### src/rtl/udp_screamer_if.sv
// UDP TX header bus and 8-bit AXIS payload bus used by udp_screamer.
// Header fields are qualified by hdr_valid; payload by tvalid.
interface udp_tx_hdr_if;
    logic        hdr_valid;
    logic        hdr_ready;
    logic [5:0]  ip_dscp;
    logic [1:0]  ip_ecn;
    logic [7:0]  ip_ttl;
    logic [31:0] ip_source_ip;
    logic [31:0] ip_dest_ip;
    logic [15:0] udp_source_port;
    logic [15:0] udp_dest_port;
    logic [15:0] udp_length;
    logic [15:0] udp_checksum;

    modport source (
        output hdr_valid, ip_dscp, ip_ecn, ip_ttl,
        output ip_source_ip, ip_dest_ip,
        output udp_source_port, udp_dest_port,
        output udp_length, udp_checksum,
        input  hdr_ready
    );

    modport sink (
        input  hdr_valid, ip_dscp, ip_ecn, ip_ttl,
        input  ip_source_ip, ip_dest_ip,
        input  udp_source_port, udp_dest_port,
        input  udp_length, udp_checksum,
        output hdr_ready
    );
endinterface

interface axis_if;
    logic       tvalid;
    logic       tready;
    logic [7:0] tdata;
    logic       tlast;
    logic       tuser;

    modport master (
        output tvalid, tdata, tlast, tuser,
        input  tready
    );

    modport slave (
        input  tvalid, tdata, tlast, tuser,
        output tready
    );
endinterface

### src/rtl/udp_screamer.sv
// udp_screamer: periodic fixed-length UDP datagram generator.
// Define UDP_SCREAMER_SEQ_EN to put a 32-bit sequence number in bytes 0..3.
module udp_screamer #(
    parameter logic [15:0] SRC_PORT    = 16'd1234,
    parameter logic [15:0] DEST_PORT   = 16'd1234,
    parameter int          PAYLOAD_LEN = 64,
    parameter int          INTERVAL    = 125000,
    parameter logic [7:0]  TTL         = 8'd64
) (
    input  logic         clk,
    input  logic         reset,
    input  logic         enable,
    input  logic [31:0]  local_ip,
    input  logic [31:0]  dest_ip,
    udp_tx_hdr_if.source udp_tx_header_if,
    axis_if.master       udp_tx_payload_if,
    output logic [31:0]  packets_sent,
    output logic         busy
);

`ifdef UDP_SCREAMER_SEQ_EN
    localparam int MIN_LEN = 4;
`else
    localparam int MIN_LEN = 1;
`endif

    if (PAYLOAD_LEN < MIN_LEN || PAYLOAD_LEN > 1472) begin : g_bad_len
        $error("udp_screamer: PAYLOAD_LEN out of range");
    end

    localparam int CW = (INTERVAL > 1) ? $clog2(INTERVAL) : 1;
    localparam logic [CW-1:0] WAIT_LAST = CW'((INTERVAL > 0) ? INTERVAL - 1 : 0);
    localparam logic [10:0] LAST_IDX = 11'(PAYLOAD_LEN - 1);
    localparam logic [15:0] UDP_LEN = 16'(PAYLOAD_LEN + 8);

    typedef enum logic [1:0] {
        IDLE,
        HEADER,
        PAYLOAD,
        WAIT
    } state_t;

    state_t state;
    state_t state_nxt;

    logic [10:0]   idx;
    logic [CW-1:0] wcnt;
    logic [7:0]    tdata;
    logic          hdr_fire;
    logic          beat;
    logic          last_fire;
    logic          wait_done;
    logic          launch;

    logic [31:0] src_ip;
    logic [31:0] dst_ip;
    logic [7:0]  ttl;
    logic [15:0] sport;
    logic [15:0] dport;
    logic [15:0] ulen;

    assign hdr_fire  = udp_tx_header_if.hdr_valid && udp_tx_header_if.hdr_ready;
    assign beat      = udp_tx_payload_if.tvalid && udp_tx_payload_if.tready;
    assign last_fire = beat && udp_tx_payload_if.tlast;
    assign wait_done = (wcnt == WAIT_LAST);
    // Every entry into HEADER, including PAYLOAD->HEADER when INTERVAL is 0.
    assign launch    = (state != HEADER) && (state_nxt == HEADER);

    always_ff @(posedge clk) begin
        if (!reset) begin
            state <= IDLE;
        end else begin
            state <= state_nxt;
        end
    end

    always_comb begin
        state_nxt = state;
        unique case (state)
            IDLE: begin
                if (enable) state_nxt = HEADER;
            end
            HEADER: begin
                if (hdr_fire) state_nxt = PAYLOAD;
            end
            PAYLOAD: begin
                if (last_fire) begin
                    if (INTERVAL != 0) state_nxt = WAIT;
                    else if (enable)   state_nxt = HEADER;
                    else               state_nxt = IDLE;
                end
            end
            WAIT: begin
                if (!enable)        state_nxt = IDLE;
                else if (wait_done) state_nxt = HEADER;
            end
            default: state_nxt = IDLE;
        endcase
    end

    always_ff @(posedge clk) begin
        if (!reset) begin
            idx          <= '0;
            wcnt         <= '0;
            packets_sent <= '0;
        end else begin
            if (last_fire) begin
                idx <= '0;
            end else if (beat) begin
                idx <= idx + 11'd1;
            end
            // Counter only runs while WAIT persists; any exit clears it.
            if (state == WAIT && state_nxt == WAIT) begin
                wcnt <= wcnt + CW'(1);
            end else begin
                wcnt <= '0;
            end
            if (last_fire) begin
                packets_sent <= packets_sent + 32'd1;
            end
        end
    end

    always_ff @(posedge clk) begin
        if (!reset) begin
            src_ip <= '0;
            dst_ip <= '0;
            ttl    <= '0;
            sport  <= '0;
            dport  <= '0;
            ulen   <= '0;
        end else if (launch) begin
            src_ip <= local_ip;
            dst_ip <= dest_ip;
            ttl    <= TTL;
            sport  <= SRC_PORT;
            dport  <= DEST_PORT;
            ulen   <= UDP_LEN;
        end
    end

`ifdef UDP_SCREAMER_SEQ_EN
    logic [31:0] seq;

    // On a back-to-back launch packets_sent is incrementing on the same edge.
    always_ff @(posedge clk) begin
        if (!reset) begin
            seq <= '0;
        end else if (launch) begin
            seq <= last_fire ? packets_sent + 32'd1 : packets_sent;
        end
    end

    always_comb begin
        tdata = idx[7:0];
        if (idx[10:2] == 9'd0) begin
            unique case (idx[1:0])
                2'd0:    tdata = seq[31:24];
                2'd1:    tdata = seq[23:16];
                2'd2:    tdata = seq[15:8];
                default: tdata = seq[7:0];
            endcase
        end
    end
`else
    assign tdata = idx[7:0];
`endif

    assign udp_tx_header_if.hdr_valid       = (state == HEADER);
    assign udp_tx_header_if.ip_dscp         = 6'd0;
    assign udp_tx_header_if.ip_ecn          = 2'd0;
    assign udp_tx_header_if.ip_ttl          = ttl;
    assign udp_tx_header_if.ip_source_ip    = src_ip;
    assign udp_tx_header_if.ip_dest_ip      = dst_ip;
    assign udp_tx_header_if.udp_source_port = sport;
    assign udp_tx_header_if.udp_dest_port   = dport;
    assign udp_tx_header_if.udp_length      = ulen;
    assign udp_tx_header_if.udp_checksum    = 16'd0;

    assign udp_tx_payload_if.tvalid = (state == PAYLOAD);
    assign udp_tx_payload_if.tdata  = tdata;
    assign udp_tx_payload_if.tlast  = (state == PAYLOAD) && (idx == LAST_IDX);
    assign udp_tx_payload_if.tuser  = 1'b0;

    assign busy = (state == HEADER) || (state == PAYLOAD);

endmodule
### src/flat_wrapper.sv
// flat-port wrapper written by rule: the top's interface ports become plain ports
module udp_screamer_flat 
#(
    parameter logic [15:0] SRC_PORT    = 16'd1234,
    parameter logic [15:0] DEST_PORT   = 16'd1234,
    parameter int          PAYLOAD_LEN = 64,
    parameter int          INTERVAL    = 125000,
    parameter logic [7:0]  TTL         = 8'd64
)
  (clk, reset, enable, local_ip, dest_ip, packets_sent, busy, udp_tx_header_if_hdr_valid, udp_tx_header_if_ip_dscp, udp_tx_header_if_ip_ecn, udp_tx_header_if_ip_ttl, udp_tx_header_if_ip_source_ip, udp_tx_header_if_ip_dest_ip, udp_tx_header_if_udp_source_port, udp_tx_header_if_udp_dest_port, udp_tx_header_if_udp_length, udp_tx_header_if_udp_checksum, udp_tx_header_if_hdr_ready, udp_tx_payload_if_tvalid, udp_tx_payload_if_tdata, udp_tx_payload_if_tlast, udp_tx_payload_if_tuser, udp_tx_payload_if_tready);
  udp_tx_hdr_if udp_tx_header_if_i ();
  axis_if udp_tx_payload_if_i ();
  input  logic clk;
  input  logic reset;
  input  logic enable;
  input  logic [31:0] local_ip;
  input  logic [31:0] dest_ip;
  output logic [31:0] packets_sent;
  output logic busy;
  output wire logic [$bits(udp_tx_header_if_i.hdr_valid)-1:0] udp_tx_header_if_hdr_valid;
  output wire logic [$bits(udp_tx_header_if_i.ip_dscp)-1:0] udp_tx_header_if_ip_dscp;
  output wire logic [$bits(udp_tx_header_if_i.ip_ecn)-1:0] udp_tx_header_if_ip_ecn;
  output wire logic [$bits(udp_tx_header_if_i.ip_ttl)-1:0] udp_tx_header_if_ip_ttl;
  output wire logic [$bits(udp_tx_header_if_i.ip_source_ip)-1:0] udp_tx_header_if_ip_source_ip;
  output wire logic [$bits(udp_tx_header_if_i.ip_dest_ip)-1:0] udp_tx_header_if_ip_dest_ip;
  output wire logic [$bits(udp_tx_header_if_i.udp_source_port)-1:0] udp_tx_header_if_udp_source_port;
  output wire logic [$bits(udp_tx_header_if_i.udp_dest_port)-1:0] udp_tx_header_if_udp_dest_port;
  output wire logic [$bits(udp_tx_header_if_i.udp_length)-1:0] udp_tx_header_if_udp_length;
  output wire logic [$bits(udp_tx_header_if_i.udp_checksum)-1:0] udp_tx_header_if_udp_checksum;
  input wire logic [$bits(udp_tx_header_if_i.hdr_ready)-1:0] udp_tx_header_if_hdr_ready;
  output wire logic [$bits(udp_tx_payload_if_i.tvalid)-1:0] udp_tx_payload_if_tvalid;
  output wire logic [$bits(udp_tx_payload_if_i.tdata)-1:0] udp_tx_payload_if_tdata;
  output wire logic [$bits(udp_tx_payload_if_i.tlast)-1:0] udp_tx_payload_if_tlast;
  output wire logic [$bits(udp_tx_payload_if_i.tuser)-1:0] udp_tx_payload_if_tuser;
  input wire logic [$bits(udp_tx_payload_if_i.tready)-1:0] udp_tx_payload_if_tready;
  assign udp_tx_header_if_hdr_valid = udp_tx_header_if_i.hdr_valid;
  assign udp_tx_header_if_ip_dscp = udp_tx_header_if_i.ip_dscp;
  assign udp_tx_header_if_ip_ecn = udp_tx_header_if_i.ip_ecn;
  assign udp_tx_header_if_ip_ttl = udp_tx_header_if_i.ip_ttl;
  assign udp_tx_header_if_ip_source_ip = udp_tx_header_if_i.ip_source_ip;
  assign udp_tx_header_if_ip_dest_ip = udp_tx_header_if_i.ip_dest_ip;
  assign udp_tx_header_if_udp_source_port = udp_tx_header_if_i.udp_source_port;
  assign udp_tx_header_if_udp_dest_port = udp_tx_header_if_i.udp_dest_port;
  assign udp_tx_header_if_udp_length = udp_tx_header_if_i.udp_length;
  assign udp_tx_header_if_udp_checksum = udp_tx_header_if_i.udp_checksum;
  assign udp_tx_header_if_i.hdr_ready = udp_tx_header_if_hdr_ready;
  assign udp_tx_payload_if_tvalid = udp_tx_payload_if_i.tvalid;
  assign udp_tx_payload_if_tdata = udp_tx_payload_if_i.tdata;
  assign udp_tx_payload_if_tlast = udp_tx_payload_if_i.tlast;
  assign udp_tx_payload_if_tuser = udp_tx_payload_if_i.tuser;
  assign udp_tx_payload_if_i.tready = udp_tx_payload_if_tready;
  udp_screamer #(.SRC_PORT(SRC_PORT), .DEST_PORT(DEST_PORT), .PAYLOAD_LEN(PAYLOAD_LEN), .INTERVAL(INTERVAL), .TTL(TTL)) u_core (.clk(clk), .reset(reset), .enable(enable), .local_ip(local_ip), .dest_ip(dest_ip), .udp_tx_header_if(udp_tx_header_if_i), .udp_tx_payload_if(udp_tx_payload_if_i), .packets_sent(packets_sent), .busy(busy));
endmodule
### config.mk
export PLATFORM = sky130hd
export DESIGN_NAME = udp_screamer_flat
export DESIGN_NICKNAME = d
export VERILOG_FILES = /design/src/rtl/udp_screamer_if.sv /design/src/rtl/udp_screamer.sv /design/src/flat_wrapper.sv
export SDC_FILE = /design/constraint.sdc
export NUM_CORES = 1
export LEC_CHECK = 0
export BUFFER_PORTS_ARGS = -buffer_cell sky130_fd_sc_hd__buf_2
export CORE_MARGIN = 3
export CORE_UTILIZATION = 48
export CTS_CLUSTER_DIAMETER = 150
export DETAILED_ROUTE_END_ITERATION = 10
export PLACE_DENSITY = 0.8
export SYNTH_ARGS = -nofsm -noshare
export SYNTH_HDL_FRONTEND = slang
export SYNTH_SLANG_ARGS = --single-unit
### constraint.sdc
create_clock -name clk -period 3 [get_ports clk]
set_input_delay 0.6 -clock clk [delete_from_list [all_inputs] [get_ports clk]]
set_output_delay 0.6 -clock clk [all_outputs]
set_load 0.03 [all_outputs]
==> results.sh <==
export IMPL_status="complete, no violations"
export IMPL_netlist_top_cells_count="155 x nand2_1, 127 x dfxtp_1, 88 x buf_4, 68 x mux2i_1, 49 x nor2_1"
export IMPL_ios=258
export IMPL_synth_edf_count=0
export IMPL_gp_congestion=0.840
export IMPL_setup_slack_ps=252
export IMPL_worstSetupStartpointType="register"
export IMPL_p_total_mw=5.03
export IMPL_slew_headroom_pct=64.0
export IMPL_hold_buffers=0
export IMPL_setup_tns_ps=0
export IMPL_period_needed_ps=2750
export IMPL_yosys_area_top_type="dfxtp_1"
export IMPL_dr_first_iter_drc_count=267
export IMPL_required_ps=3330
export IMPL_cts_buffers=17
export IMPL_vdd_drop_max_uv=498
export IMPL_routed_via_density=4.80
export IMPL_switching_share_pct=31.0
export IMPL_yosys_warnings=0
export IMPL_p_leak_nw=3.58
export IMPL_synth_flop_cell="dfxtp_1"
export IMPL_grt_ovfl_total=0
export IMPL_grt_max_degree=100
export IMPL_pre_cts_ws_ps=284
export IMPL_synth_fa_ha_area_share_pct=1.41
export IMPL_cts_resized=0
export IMPL_path_clk_slew_ps=50
export IMPL_antenna_found_initial=1
export IMPL_clock_path_buffers=2
export IMPL_core_mm2=0.0123
export IMPL_setup_violations=0
export IMPL_ys_seq_elements=127
export IMPL_fin_crit_sh_pct=91.6
export IMPL_slowest_stage="o32ai_1"
export IMPL_async_flop_share_pct=0
export IMPL_rows=40
export IMPL_die_w_um=120
export IMPL_die_area_mm2=0.0143
export IMPL_timing_fmax_mhz=364
export IMPL_grtUsageTotal_pct=18.4
export IMPL_dp_cells=1031
export IMPL_yosys_area_share_xor_xnor_pct=5.23
export IMPL_syn_inst=722
export IMPL_port_buffers=189
export IMPL_p_sw_mw=1.56
export IMPL_cts_tree="done"
export IMPL_instances_no_fill=1062
export IMPL_drtAntennaViolNets=0
export IMPL_drc=0
export IMPL_path_max_fanout=37
export IMPL_fill_cells=1097
export IMPL_clockRootBuffer="clkbuf_16"
export IMPL_grt_first_pass_wirelength_mm=21.5
export IMPL_wl_per_cell_um=12.9
export IMPL_rsz0062_at_grt="false"
export IMPL_arrival_ps=3080
export IMPL_p_int_mw=3.47
export IMPL_syn_area_mm2=0.00620
export IMPL_num_vias=5094
export IMPL_max_stage_delay_ps=470
export IMPL_synth_top_area_share_pct=41.0
export IMPL_htree_levels=4
export IMPL_grt_pass1_vias=4533
export IMPL_hpwl_mm=9.76
export IMPL_combPwrFrac_pct=22.8
export IMPL_power_density_mw_per_mm2=677
export IMPL_end_kind="register"
export IMPL_post_cts_buffers=0
export IMPL_start_util_pct=50.3
export IMPL_drive_above_1_share_pct=25.1
export IMPL_first_pass_iters=4
export IMPL_crit_type="reg -> reg"
export IMPL_cap_violations=0
export IMPL_final_util_pct=60.3
export IMPL_yosys_top_cells_area="dfxtp_1 41%, mux2i_1 11%, buf_4 11%, nand2_1 9.4%, nor2_1 3.0%"
export IMPL_cts_sinks=127
export IMPL_seqPwrFrac_pct=37.9
export IMPL_ys_types=40
export IMPL_synth_top_family_by_area="simple AND/OR/NAND/NOR gates"
export IMPL_yosysSeqAreaShare_pct=41.0
export IMPL_synth_area_per_cell_um2=8.58
export IMPL_fin_nets=958
export IMPL_clkPwrFrac_pct=39.2
export IMPL_worst_pin_slew_ps=536
export IMPL_path_cells="inv_1 > ha_1 > and2_1 > and4_1 > o32ai_1 > a211o_4 > buf_12 > mux2i_1"
export IMPL_die_h_um=120
export IMPL_hold_viol_final=0
export IMPL_clk_insertion_delay_late_ps=410
export IMPL_min_path_type="in -> reg"
export IMPL_synth_compound_area_share_pct=3.98
export IMPL_synthSimpleGateAreaFrac_pct=23.1
export IMPL_slew_violations=0
export IMPL_diodes=0
export IMPL_finClkSkew_ps=5.53
export IMPL_yosysMostFrequentCell="nand2_1"
export IMPL_wirelength_mm=13.7
export IMPL_muxShareOfSynthArea_pct=11.0
export IMPL_area_growth_pct=19.9
[state kept, by name (all words and copies together) (netlist names)]
signal,count
u_core.packets_sent,32
u_core.wcnt,17
u_core.idx,11
u_core.udp_tx_header_if.ip_dest_ip,32
u_core.udp_tx_header_if.udp_length,1
u_core.state,2
u_core.udp_tx_header_if.ip_source_ip,32
[layout make-up]
class / count / area [um2] / share of cell area [%]
Clock buffer: 25 / 485 / 6.53
Clock inverter: 6 / 82.6 / 1.11
Inverter: 14 / 52.6 / 0.707
Multi-Input combinational cell: 528 / 3030 / 40.8
Sequential cell: 127 / 2540 / 34.2
Tap cell: 168 / 210 / 2.83
Timing Repair Buffer: 194 / 1020 / 13.8
[routing by layer]
layer  track usage [%]  vias up  routed length, um
met2              30.0      187               6460
met5                 0        -                  8
met3              7.40       34               1180
met1              21.4     2303               5640
li1                  -     2568                  -
met4              7.73        2                384
[per-stage QoR]
step | area, um2 | hold slack (ps)
floorplan | 6450 | 426
global placement | 6860 | 441
detailed placement | 6860 | 448
CTS | 7430 | 398
global route | 7430 | 411
finish | 7430 | 424
[critical path, delay by kind of cell (launching register included)]
family | cells | cell delay, ps
and+or+nand+nor | 2 | 520
adders and majority gates | 1 | 260
buffers and inverters | 2 | 370
DFF | 1 | 420
AOI/OAI and AO/OA | 2 | 810
muxes | 1 | 240
[final timing paths]
check                                     startpoint                                       end  slack [ps]  cells past startpoint
min                                     local_ip[31]  u_core.udp_tx_header_if.ip_source_ip[31]         420                      3
max                                  u_core.state[0]   u_core.udp_tx_header_if.ip_source_ip[5]         250                      8
max reg2reg                          u_core.state[0]   u_core.udp_tx_header_if.ip_source_ip[5]         250                      8
min reg2reg  u_core.udp_tx_header_if.ip_source_ip[3]   u_core.udp_tx_header_if.ip_source_ip[3]         450                      2
[power by group through the flow]
stage | logic [mW] | registers, mW | clock network (mW)
2_1_floorplan | 0.707 | 2.22 | 0
3_3_place_gp | 1.14 | 1.94 | 0
3_5_place_dp | 1.15 | 1.94 | 0
4_1_cts | 1.15 | 1.91 | 2.02
5_1_grt | 1.22 | 1.93 | 2.09
6_report | 1.15 | 1.91 | 1.97
[placed cells by master, fill, tap and decap left out, types with 17 or more instances in the layout]
cell / count
o21ai_0: 17
nor2_1: 49
nand2_1: 155
conb_1: 68
a21oi_1: 19
buf_2: 188
clkbuf_16: 17
mux2i_1: 68
nand4_1: 18
xor2_1: 17
xnor2_1: 20
dfxtp_1: 127
[kinds of logic after synthesis]
kind of cell | count (synthesis)
buffers and inverters | 134
and+or+nand+nor | 304
AOI/OAI and AO/OA | 44
muxes | 68
DFF | 127
adders and majority gates | 7
xor gates and xnor gates | 37
other | 1
Note: power is estimated with default switching activity, not from simulation.
